<file path="src/rtl/mpmc9_rd_strip_collect.sv">
// -----------------------------------------------------------------------------
// mpmc9_rd_strip_collect
//
// Purpose:
//   Downstream companion of the app_en generator. Tracks read commands that the
//   MIG accepts, collects the returned app_rd_data beats (one per strip) into a
//   small return FIFO and hands them to the channel read-return path over a
//   valid/ready handshake, tagged with the strip index. Pulses done once the
//   last strip of a burst has been taken by the consumer. Protocol faults are
//   reported as sticky error flags that only reset clears.
//
// Parameters:
//   WID       MIG app data width in bits (one strip per beat)
//   FIFO_DEP  return FIFO depth in strips (power of two, >= 2)
//   OCW       outstanding-command counter width
//
// Ports:
//   clk, rstn            controller clock, asynchronous active-low reset
//   start, num_strips    burst start pulse and last strip index of the burst
//   app_en/app_rdy/app_cmd  MIG command interface (observed only)
//   rd_data, rd_data_valid  MIG read return (cannot be stalled)
//   o_data, o_idx, o_valid, o_ready  strip return handshake
//   done                 one-cycle pulse after the last strip is accepted
//   busy                 collector is not idle
//   err_orphan           sticky: data beat with no outstanding read
//   err_ovf              sticky: data beat arrived while the FIFO was full
//   err_tmo              sticky: collect watchdog expired
//
// Configuration:
//   MPMC9_RD_TIMEOUT_EN  when defined, a 10-bit watchdog aborts a stalled
//                        collect phase and raises err_tmo; otherwise err_tmo
//                        is tied low and no watchdog logic exists.
// -----------------------------------------------------------------------------
module mpmc9_rd_strip_collect #(
    parameter int WID      = 128,
    parameter int FIFO_DEP = 4,
    parameter int OCW      = 7
) (
    input  logic           clk,
    input  logic           rstn,
    input  logic           start,
    input  logic [5:0]     num_strips,
    input  logic           app_en,
    input  logic           app_rdy,
    input  logic [2:0]     app_cmd,
    input  logic [WID-1:0] rd_data,
    input  logic           rd_data_valid,
    output logic [WID-1:0] o_data,
    output logic [5:0]     o_idx,
    output logic           o_valid,
    input  logic           o_ready,
    output logic           done,
    output logic           busy,
    output logic           err_orphan,
    output logic           err_ovf,
    output logic           err_tmo
);

    localparam int         PW       = $clog2(FIFO_DEP);
    localparam int         CW       = PW + 1;
    localparam logic [2:0] CMD_READ = 3'b001;

    typedef enum logic [1:0] {
        S_IDLE,
        S_COLLECT,
        S_DRAIN
    } state_t;

    state_t           r_state;
    state_t           w_next;
    logic [5:0]       r_ns;
    logic [5:0]       r_in_idx;
    logic [OCW-1:0]   r_outst;
    logic [WID-1:0]   r_mem [FIFO_DEP];
    logic [5:0]       r_tag [FIFO_DEP];
    logic [PW-1:0]    r_wr_ptr;
    logic [PW-1:0]    r_rd_ptr;
    logic [CW-1:0]    r_count;
    logic             r_done;
    logic             r_err_orphan;
    logic             r_err_ovf;

    logic             w_acc;
    logic             w_collect_beat;
    logic             w_full;
    logic             w_empty;
    logic             w_push;
    logic             w_pop;
    logic             w_tmo;

    assign w_acc          = app_en && app_rdy && (app_cmd == CMD_READ);
    assign w_collect_beat = rd_data_valid && (r_state == S_COLLECT);
    assign w_full         = (r_count == CW'(FIFO_DEP));
    assign w_empty        = (r_count == '0);
    // A full FIFO rejects the beat even if the consumer pops this cycle.
    assign w_push         = w_collect_beat && !w_full;
    assign w_pop          = !w_empty && o_ready;

`ifdef MPMC9_RD_TIMEOUT_EN
    logic [9:0] r_wdog;
    logic       r_err_tmo;

    // Counts stalled collect cycles; any beat or leaving COLLECT restarts it.
    always_ff @(posedge clk or negedge rstn) begin
        if (!rstn) begin
            r_wdog    <= '0;
            r_err_tmo <= 1'b0;
        end else begin
            if ((r_state != S_COLLECT) || rd_data_valid)
                r_wdog <= '0;
            else if (r_outst != '0)
                r_wdog <= r_wdog + 1'b1;
            if (w_tmo)
                r_err_tmo <= 1'b1;
        end
    end

    assign w_tmo   = (r_state == S_COLLECT) && (r_wdog == 10'h3FF);
    assign err_tmo = r_err_tmo;
`else
    assign w_tmo   = 1'b0;
    assign err_tmo = 1'b0;
`endif

    // DRAIN ends when the last stored strip leaves; this also covers bursts
    // whose final strip was dropped on overflow, which then end without done.
    always_comb begin
        w_next = r_state;
        case (r_state)
            S_IDLE: begin
                if (start)
                    w_next = S_COLLECT;
            end
            S_COLLECT: begin
                if (w_collect_beat && (r_in_idx == r_ns))
                    w_next = S_DRAIN;
                else if (w_tmo)
                    w_next = S_IDLE;
            end
            S_DRAIN: begin
                if (w_pop && (r_count == CW'(1)))
                    w_next = S_IDLE;
            end
            default: w_next = S_IDLE;
        endcase
    end

    always_ff @(posedge clk or negedge rstn) begin
        if (!rstn) begin
            r_state  <= S_IDLE;
            r_ns     <= '0;
            r_in_idx <= '0;
        end else begin
            r_state <= w_next;
            if ((r_state == S_IDLE) && start) begin
                r_ns     <= num_strips;
                r_in_idx <= '0;
            end else if (w_collect_beat) begin
                r_in_idx <= r_in_idx + 1'b1;
            end
        end
    end

    // Outstanding reads: accept and beat together cancel; saturate both ways.
    always_ff @(posedge clk or negedge rstn) begin
        if (!rstn) begin
            r_outst <= '0;
        end else begin
            case ({w_acc, rd_data_valid})
                2'b10: if (r_outst != {OCW{1'b1}}) r_outst <= r_outst + 1'b1;
                2'b01: if (r_outst != '0)          r_outst <= r_outst - 1'b1;
                default: r_outst <= r_outst;
            endcase
        end
    end

    // Storage needs no reset: outputs are masked while the FIFO is empty.
    always_ff @(posedge clk) begin
        if (w_push) begin
            r_mem[r_wr_ptr] <= rd_data;
            r_tag[r_wr_ptr] <= r_in_idx;
        end
    end

    always_ff @(posedge clk or negedge rstn) begin
        if (!rstn) begin
            r_wr_ptr <= '0;
            r_rd_ptr <= '0;
            r_count  <= '0;
        end else begin
            if (w_push)
                r_wr_ptr <= r_wr_ptr + 1'b1;
            if (w_pop)
                r_rd_ptr <= r_rd_ptr + 1'b1;
            case ({w_push, w_pop})
                2'b10:   r_count <= r_count + 1'b1;
                2'b01:   r_count <= r_count - 1'b1;
                default: r_count <= r_count;
            endcase
        end
    end

    always_ff @(posedge clk or negedge rstn) begin
        if (!rstn) begin
            r_done       <= 1'b0;
            r_err_orphan <= 1'b0;
            r_err_ovf    <= 1'b0;
        end else begin
            r_done <= (r_state == S_DRAIN) && w_pop && (r_tag[r_rd_ptr] == r_ns);
            if (rd_data_valid && (r_outst == '0))
                r_err_orphan <= 1'b1;
            if (w_collect_beat && w_full)
                r_err_ovf <= 1'b1;
        end
    end

    assign o_valid    = !w_empty;
    assign o_data     = w_empty ? '0 : r_mem[r_rd_ptr];
    assign o_idx      = w_empty ? '0 : r_tag[r_rd_ptr];
    assign done       = r_done;
    assign busy       = (r_state != S_IDLE);
    assign err_orphan = r_err_orphan;
    assign err_ovf    = r_err_ovf;

endmodule
</file>
<file path="config.mk">
export PLATFORM = sky130hd
export DESIGN_NAME = mpmc9_rd_strip_collect
export DESIGN_NICKNAME = d
export VERILOG_FILES = /design/src/rtl/mpmc9_rd_strip_collect.sv
export SDC_FILE = /design/constraint.sdc
export NUM_CORES = 1
export LEC_CHECK = 0
export ABC_CLOCK_PERIOD_IN_PS = 6100
export CORE_AREA = 5 5 158 273
export CTS_CLUSTER_SIZE = 10
export DETAILED_ROUTE_END_ITERATION = 10
export DIE_AREA = 0 0 163 278
export GPL_ROUTABILITY_DRIVEN = 0
export GPL_TIMING_DRIVEN = 1
export PLACE_DENSITY_LB_ADDON = 0.2
export RECOVER_POWER = 100
export SYNTH_ARGS = -nofsm -noshare
export SYNTH_HDL_FRONTEND = slang
export SYNTH_SLANG_ARGS = --single-unit
</file>
<file path="constraint.sdc">
create_clock -name clk -period 6.1 [get_ports clk]
set_clock_uncertainty 0.1 [all_clocks]
set_input_delay 0.915 -clock clk [delete_from_list [all_inputs] [get_ports clk]]
set_output_delay 0.915 -clock clk [all_outputs]
set_load 0.05 [all_outputs]
</file>
# After elaboration in Yosys (flattened, before gate mapping)
# Memories as Yosys holds them, arrays and structs flattened.
# Index checks and enable logic that the tools add are counted.
# Widths: inputs -> output; s select.
[totals]
ram_bits = 536
mem_count = 2
rom_bits = 0
out_inout_bits = 140
inputBits = 144
reg_bits = 31
word_cells = 74
latch_bits = 0
[mem_list]
columns = ["name", "depth", "word_bits", "rd", "rd_clocked_by_memory_dff", "wr", "line", "source"]
rows = [
  ["r_mem", 4, 128, 1, 0, 1, "74", "logic [WID-1:0] r_mem [FIFO_DEP];"],
  ["r_tag", 4, 6, 1, 0, 1, "75", "logic [5:0] r_tag [FIFO_DEP];"],
]
[op_classes]
n_mux = 14
div_mod_pow = 0
order_cmp = 0
n_bitwise = 0
n_shift = 0
n_reduce_logical = 24
mul = 0
n_eq_ne = 17
add_sub_neg = 7
[ops]
columns = ["op", "count"]
rows = [
  ["$mux 128", 1],
  ["$mux 6", 3],
  ["$mux 7", 2],
  ["$pmux 7 s2", 1],
  ["$eq 6x6->1", 2],
  ["$logic_and 1x1->1", 12],
  ["$ne 2x2->1 const B", 4],
  ["$reduce_bool 2->1", 4],
  ["$add 7x1->7 const B", 1],
  ["$logic_not 7->1", 1],
  ["$ne 7x7->1 const B", 1],
  ["$reduce_bool 7->1", 1],
  ["$sub 7x1->7 const B", 1],
  ["$add 6x1->6 const B", 1],
  ["$eq 2x1->1 const B", 3],
  ["$eq 2x2->1 const B", 3],
  ["$eq 3x1->1 const B", 2],
  ["$mux 2", 3],
  ["$pmux 2 s3", 1],
  ["$pmux 3 s2", 1],
  ["$reduce_and 3->1", 2],
  ["$add 2x1->2 const B", 2],
  ["$add 3x1->3 const B", 1],
  ["$eq 3x3->1 const B", 1],
  ["6 further kinds", 8],
]

# Longest topological paths before layout
[logic_depth]
depth_word = 6
depth_mapped = 10
depth_no_buf = 9

# Worst setup path after synthesis
# OpenSTA, ideal clock, no wires.
[synth_timing]
kind = "input port to flip-flop"
start = "input rd_data_valid"
end = "memory r_mem[0][0] (enable)"
setup_slack_ns = 0.642
path_stages = 4
path_buffers = 1
required_time_ns = 5.491
arrival_ns = 4.849
setup_ns = 0.509
cell_sequence = "and3b_1 clkbuf_1 a21boi_1 and2_1"
[synth_between]
elab_chain_cells = 4
[synth_lines]
columns = ["element", "line", "source"]
rows = [
  ["start, declared", "47", "input logic rd_data_valid,"],
  ["$logic_and 1x1->1", "92", "assign w_collect_beat = rd_data_valid && (r_state == S_COLLECT);"],
  ["$logic_and 1x1->1", "96", "assign w_push = w_collect_beat && !w_full;"],
  ["$mux 1", "179", "if (w_push) begin"],
  ["$mux 1 (implied by the code)", "180", "r_mem[r_wr_ptr] <= rd_data;"],
  ["end, declared", "74", ""],
]
# Every way passes these cells.

# Worst setup path after layout
[layout_timing]
start = "register r_rd_ptr[0]"
end = "output o_data[81]"
[layout_between]
elab_chain_cells = 2
[layout_lines]
columns = ["element", "line", "source"]
rows = [
  ["start, declared", "77", "logic [PW-1:0] r_rd_ptr;"],
  ["start signal, assigned", "194", "r_rd_ptr <= r_rd_ptr + 1'b1;"],
  ["$mem_v2 4x128", "-", ""],
  ["$mux 128", "218", "assign o_data = w_empty ? '0 : r_mem[r_rd_ptr];"],
  ["end, declared", "48", "output logic [WID-1:0] o_data,"],
]
# Every way passes these cells.

==> results.json <==
{
  "synthTopCellsByArea": "edfxtp_1, mux4_2, and2_1, dfrtp_1, ha_1",
  "cts_root_buf": "clkbuf_16",
  "setup_viol": 0,
  "drive_above_1_share": 0.172,
  "fmax_mhz": 197,
  "die_y_um": 278,
  "vias": 10800,
  "postCtsSetupRepairBufs": 0,
  "portBuffers": 282,
  "hold_buffers": 0,
  "worst_ep_arrival_time_ns": 4.06,
  "synth_cell_types": 44,
  "worstSetupPathType": "reg2out",
  "synth_top_area_share": 0.732,
  "synth_edf_count": 536,
  "syn_inst": 1021,
  "overflow": 0,
  "path_clk_slew_ns": 0.06,
  "finalHoldViolations": 0,
  "place.detailed.hpwl_mm": 28.6,
  "whs_ns": 0.358,
  "cts_tree": "done",
  "antenna_found_initial": 20,
  "die_area_sq_um": 45300,
  "h-tree-depth": 3,
  "final_nets": 1504,
  "crit_path_end_kind": "output pin",
  "numCtsBuffers": 66,
  "outcome": "complete, but fails checks",
  "die_w_um": 163,
  "insertion_delay_ns": 0.55,
  "synth_area_leader_cell": "edfxtp_1",
  "viasPerCell": 5.60,
  "maxSlewViolCount": 349,
  "hp-class": "reg2reg",
  "max_stage_delay_ns": 1.09,
  "post_cts_resized": 0,
  "drt_iter0_markers": 822,
  "core_area_sq_um": 40700,
  "grt.total_usage": 0.204,
  "min_period_ns": 5.08,
  "antenna_left": 0,
  "grt_max_degree": 96,
  "first_pass_iters": 4,
  "start_util": 0.540,
  "syn_avg_cell_area_sq_um": 21.5,
  "syn_area_sq_um": 22000,
  "drt-total-wl_mm": 45.6,
  "crit_slowest_cell": "dfrtp_4",
  "slew_headroom": -0.524,
  "path_cells": "clkbuf_1 > mux4_2 > and2_1 > dlygate4sd3_1",
  "yosysWarnings": 0,
  "path_max_fanout": 48,
  "drc": 0,
  "cts.sinks": 567,
  "ioPinCount": 284,
  "rows": 98,
  "fin_crit_sh": 0.832,
  "post_drt_wl_per_cell_um": 23.7,
  "rsz0062_at_grt": "false",
  "syn_to_final_growth_pct": 24.3,
  "grt_pass1_wl_mm": 69.2,
  "ys_seq_elements": 567,
  "tns_ns": 0,
  "first_global_vias": 11700,
  "max-clock-path-buffers": 3,
  "synth_flop_cell": "edfxtp_1",
  "required_ns": 5.08,
  "synth-seq-area-share": 0.768,
  "syn_nets": 1183,
  "cp-start-kind": "flop",
  "violations": "max-capacitance violations, max-slew violations",
  "worst_pin_slew_ns": 2.29,
  "maxCapViolCount": 7,
  "async_flop_share": 0.0547
}
-- through the flow --
| step | cell area [sq um] | worst slack, ns | utilization | std cells |
|---|---|---|---|---|
| floorplan | 22000 | 0.642 | - | 1021 |
| global placement | 25500 | 1.93 | 0.627 | 1824 |
| detailed placement | 25500 | 1.86 | 0.627 | 1824 |
| CTS | 27400 | 1.42 | 0.672 | 1913 |
| global route | 27300 | 0.660 | 0.671 | 1918 |
| finish | 27300 | 1.02 | 0.671 | 1921 |
-- final timing paths --
check | start | endpoint | slack (ns) | cells after the start
max in group asynchronous | rstn | r_rd_ptr[0] | 3.37 | 2
hold reg to reg | err_orphan | err_orphan | 0.36 | 1
setup / recovery | r_rd_ptr[0] | o_data[81] | 1.02 | 4
setup reg to reg | r_state[1] | r_mem[0][14] | 1.55 | 4
min in group asynchronous | rstn | r_outst[2] | 1.26 | 2
hold / removal | err_orphan | err_orphan | 0.36 | 1
-- final cells by class --
type	count	area, sq um
timing repair buffer	302	3000
inverter	10	37.5
clock inverter	3	21.3
multi-input combinational	395	4870
tap	550	688
fill	2737	13400
clock buffer	86	1790
antenna	8	20.0
sequential	567	16900
-- Yosys cell counts (5+ instances only) --
master and number:
xor2_1 16, edfxtp_1 536, clkbuf_1 32, buf_2 13, ha_1 17, nand2_1 11
a21oi_1 5, nor2_1 10, o21ai_0 9, xnor2_1 13, inv_1 10, dfrtp_1 31
mux2_2 7, mux4_2 134, and2_1 138
-- state kept, by name, summed over array words and instances (netlist names) --
register and count:
r_mem 512, r_tag 24, r_outst 7, r_in_idx 6, r_ns 6, r_count 3
r_rd_ptr 2, r_state 2, r_wr_ptr 2, done 1, err_orphan 1, err_ovf 1
-- cell families after synthesis --
logic type | synth area share
DFF | 0.768
and+or+nand+nor | 0.0490
muxes | 0.142
buffers and inverters | 0.0113
xor gates and xnor gates | 0.0116
AOI/OAI and AO/OA | 0.00791
adders and majority gates | 0.0106
other | 0.000171
-- critical path: cells and delay by family (launching register included) --
| kind | cells | cell delay (ns) |
|---|---|---|
| buf+inv | 2 | 1.56 |
| simple gates | 1 | 0.18 |
| flops | 1 | 1.09 |
| mux | 1 | 0.65 |
-- cell usage in the layout (no fill, tap or decap), types with 7 or more instances in the layout --
cell,count
edfxtp_1,536
mux2_2,7
xor2_1,16
clkbuf_16,69
mux4_2,134
diode_2,8
dlygate4sd3_1,261
nor2_1,10
o21ai_0,9
xnor2_1,13
inv_1,10
nand2_1,11
clkbuf_1,24
and2_1,135
ha_1,17
dfrtp_1,29
clkdlybuf4s50_1,21
-- routing by layer --
layer,global-route usage,vias to the layer above,wire [um]
li1,-,4736,-
met1,0.265,5594,17700
met2,0.346,326,24200
met3,0.0422,89,2320
met4,0.0743,8,1270
met5,0,-,49
Power is not shown: default switching activity piles up to over one toggle a cycle in this logic, so the estimate is an artifact.
==> RTL change: new RTL, config.mk and constraints unchanged <==
Encoding of `state_t`: now one-hot (3 bits for 3 states).
--- a/src/rtl/mpmc9_rd_strip_collect.sv
+++ b/src/rtl/mpmc9_rd_strip_collect.sv
@@ -60,10 +60,10 @@
     localparam int         CW       = PW + 1;
     localparam logic [2:0] CMD_READ = 3'b001;
 
-    typedef enum logic [1:0] {
-        S_IDLE,
-        S_COLLECT,
-        S_DRAIN
+    typedef enum logic [2:0] {
+        S_IDLE    = 3'b001,
+        S_COLLECT = 3'b010,
+        S_DRAIN   = 3'b100
     } state_t;
 
     state_t           r_state;
Formal check against the unedited RTL: no difference found for any inputs over 4 cycles, from zero or initial values and one cycle with rstn low; so few cycles prove little.
==> RTL change against the original RTL <==
  * Worst setup slack worse by 9.2 ps
  * Critical path depth up 2
  * Die area unchanged
  * Highest routed layer unchanged
  * Wire length down 2.0%
  * Final area up 0.15%
  * Largest cell class unchanged
  * Synthesized area up 0.62%
  * The run still ends with capacitance limit, slew limit left
  * Sequential cell count up 1
==> RTL change: results (changes against the original RTL) <==
stage;metric;value;unit;change
placement;Detail Placement HPWL;27.1;mm;was 28.6 mm
global_route;Total GRT Usage;20.1;%;was 20.4%
worst_setup_path;Arr. time, crit path;5100;ps;was 4060 ps
global_route;vias in the first global route;11700;;about the same
logic_synthesis;cells after synthesis;1032;;was 1,021
sta;max-slew violation count;299;;was 349
layout;Final nets;1512;;was 1,504
drt;DR vias;10700;;was 10,800
sta;worst slew pin tran;2470;ps;was 2290 ps
worst_setup_path;RR Startpoint;r_state[2];;was r_state[1]
logic_synthesis;mux contribution to synthesized area;14.1;%;was 14.2%
logic_synthesis;synth unique cells;45;;was 44
worst_setup_path;crit-path max FO;85;;was 48
logic_synthesis;area share of fa/ha/maj cells after synthesis;1.05;%;was 1.06%
global_route;antenna violations before repair;23;;was 20
global_route;global-route wire length before repair;68.4;mm;was 69.2 mm
worst_setup_path;FF-to-FF path depth;5;;was 4
clocking;post-CTS setup repair buffer count;0;;unchanged
drt;routed len/inst;23.1;um;was 23.7 um
logic_synthesis;Seq/Total Area, Yosys;76.4;%;was 76.8%
global_route;largest net degree at the start of global routing;89;;was 96
worst_setup_path;crit path launch;rd_data_valid;;was r_rd_ptr[0]
logic_synthesis;synth top area cells;edfxtp_1 73%, mux4_2 14%, and2_1 3.9%, dfrtp_1 3.5%, ha_1 0.96%;;was edfxtp_1 73%, mux4_2 14%, and2_1 3.9%, dfrtp_1 3.5%, ha_1 0.97%
logic_synthesis;Most used DFF post-synth;edfxtp_1;;unchanged
logic_synthesis;post-synth net total;1194;;was 1,183
worst_setup_path;worst reg2reg setup slack;1580;ps;was 1550 ps
layout;share of layout cells above drive strength 1;16.4;%;was 17.2%
outcome;status;complete, but fails checks;;unchanged
logic_synthesis;Post-synth top cells;536 x edfxtp_1, 139 x and2_1, 134 x mux4_2;;was 536 x edfxtp_1, 138 x and2_1, 134 x mux4_2
job;max cap viols;6;;was 7
logic_synthesis;xor/xnor cell area share of the yosys netlist;1.11;%;was 1.16%
logic_synthesis;Synth Area in Compound Gates;0.730;%;was 0.791%
layout;Layout fillers;2743;;was 2,737
outcome;failing checks;capacitance limit, slew limit;;unchanged
logic_synthesis;asr flop ratio synth;5.63;%;was 5.47%
drt;Initial DRC Count;482;;was 822
worst_setup_path;r2r endpoint;r_mem[1][127];;was r_mem[0][14]
==> RTL change: cell count changes after synthesis, sizes merged, moves of 2 or more <==
cell	unedited run	this run
buf	17	33
clkbuf	32	17
nand2b	2	4
nand3	1	3
nor3	0	2
==> RTL change: worst max-delay path, stage by stage <==
cell and delay (ps):
dlygate4sd3_1 650, nor4bb_1 260, clkbuf_1 380, a21boi_0 740, and2_0 340, buf_2 1680
==> RTL change: through the flow <==
stage / cell area (um^2) / utilization, % / std cells / setup WS, ps / hold WS [ps]
2_1_floorplan: 22100 / - / 1032 / 797 / 375
3_3_place_gp: 25600 / 62.9 / 1832 / 2080 / 338
3_5_place_dp: 25600 / 62.9 / 1832 / 2060 / 343
4_1_cts: 27400 / 67.3 / 1920 / 1450 / 356
5_1_grt: 27300 / 67.2 / 1930 / 688 / 365
6_report: 27400 / 67.2 / 1934 / 1010 / 351
==> RTL change: area by class of cell <==
cell class	count	area, um^2	share of cell area (%)
Sequential cell	568	16900	61.8
Tap cell	550	688	2.52
Clock inverter	3	26.3	0.0961
Inverter	11	41.3	0.151
Multi-Input combinational cell	403	4900	17.9
Timing Repair Buffer	300	3010	11.0
Clock buffer	85	1740	6.38
Antenna cell	14	35.0	0.128
==> RTL change: worst max path at each step <==
stage	cells after the start	endpoint	slack, ps
finish	6	r_mem[1][127]	1010
detailed placement	4	o_data[26]	2060
CTS	4	o_data[26]	1450
global placement	4	o_data[26]	2080
floorplan	4	r_mem[0][0]	800
global route	6	r_mem[1][127]	690
==> RTL change: report_power, final <==
part | switching, W | total [W] | internal [W]
sequential | 0.000261 | 0.00479 | 0.00453
combinational | 0.00367 | 0.00582 | 0.00215
clock | 0.00136 | 0.00333 | 0.00198
==> RTL change: logic make-up after synthesis <==
| group | count (synthesis) |
|---|---|
| other cells | 1 |
| mux | 143 |
| simple gates | 188 |
| fa+ha+maj | 18 |
| compound gates | 25 |
| flops | 568 |
| buf+inv | 61 |
| xor+xnor | 28 |
==> RTL change: metal layers <==
metal | wire, um | global-route usage [%]
met1 | 15800 | 22.8
met2 | 24700 | 35.9
met3 | 2550 | 4.92
met4 | 1650 | 8.42
met5 | 31 | 0
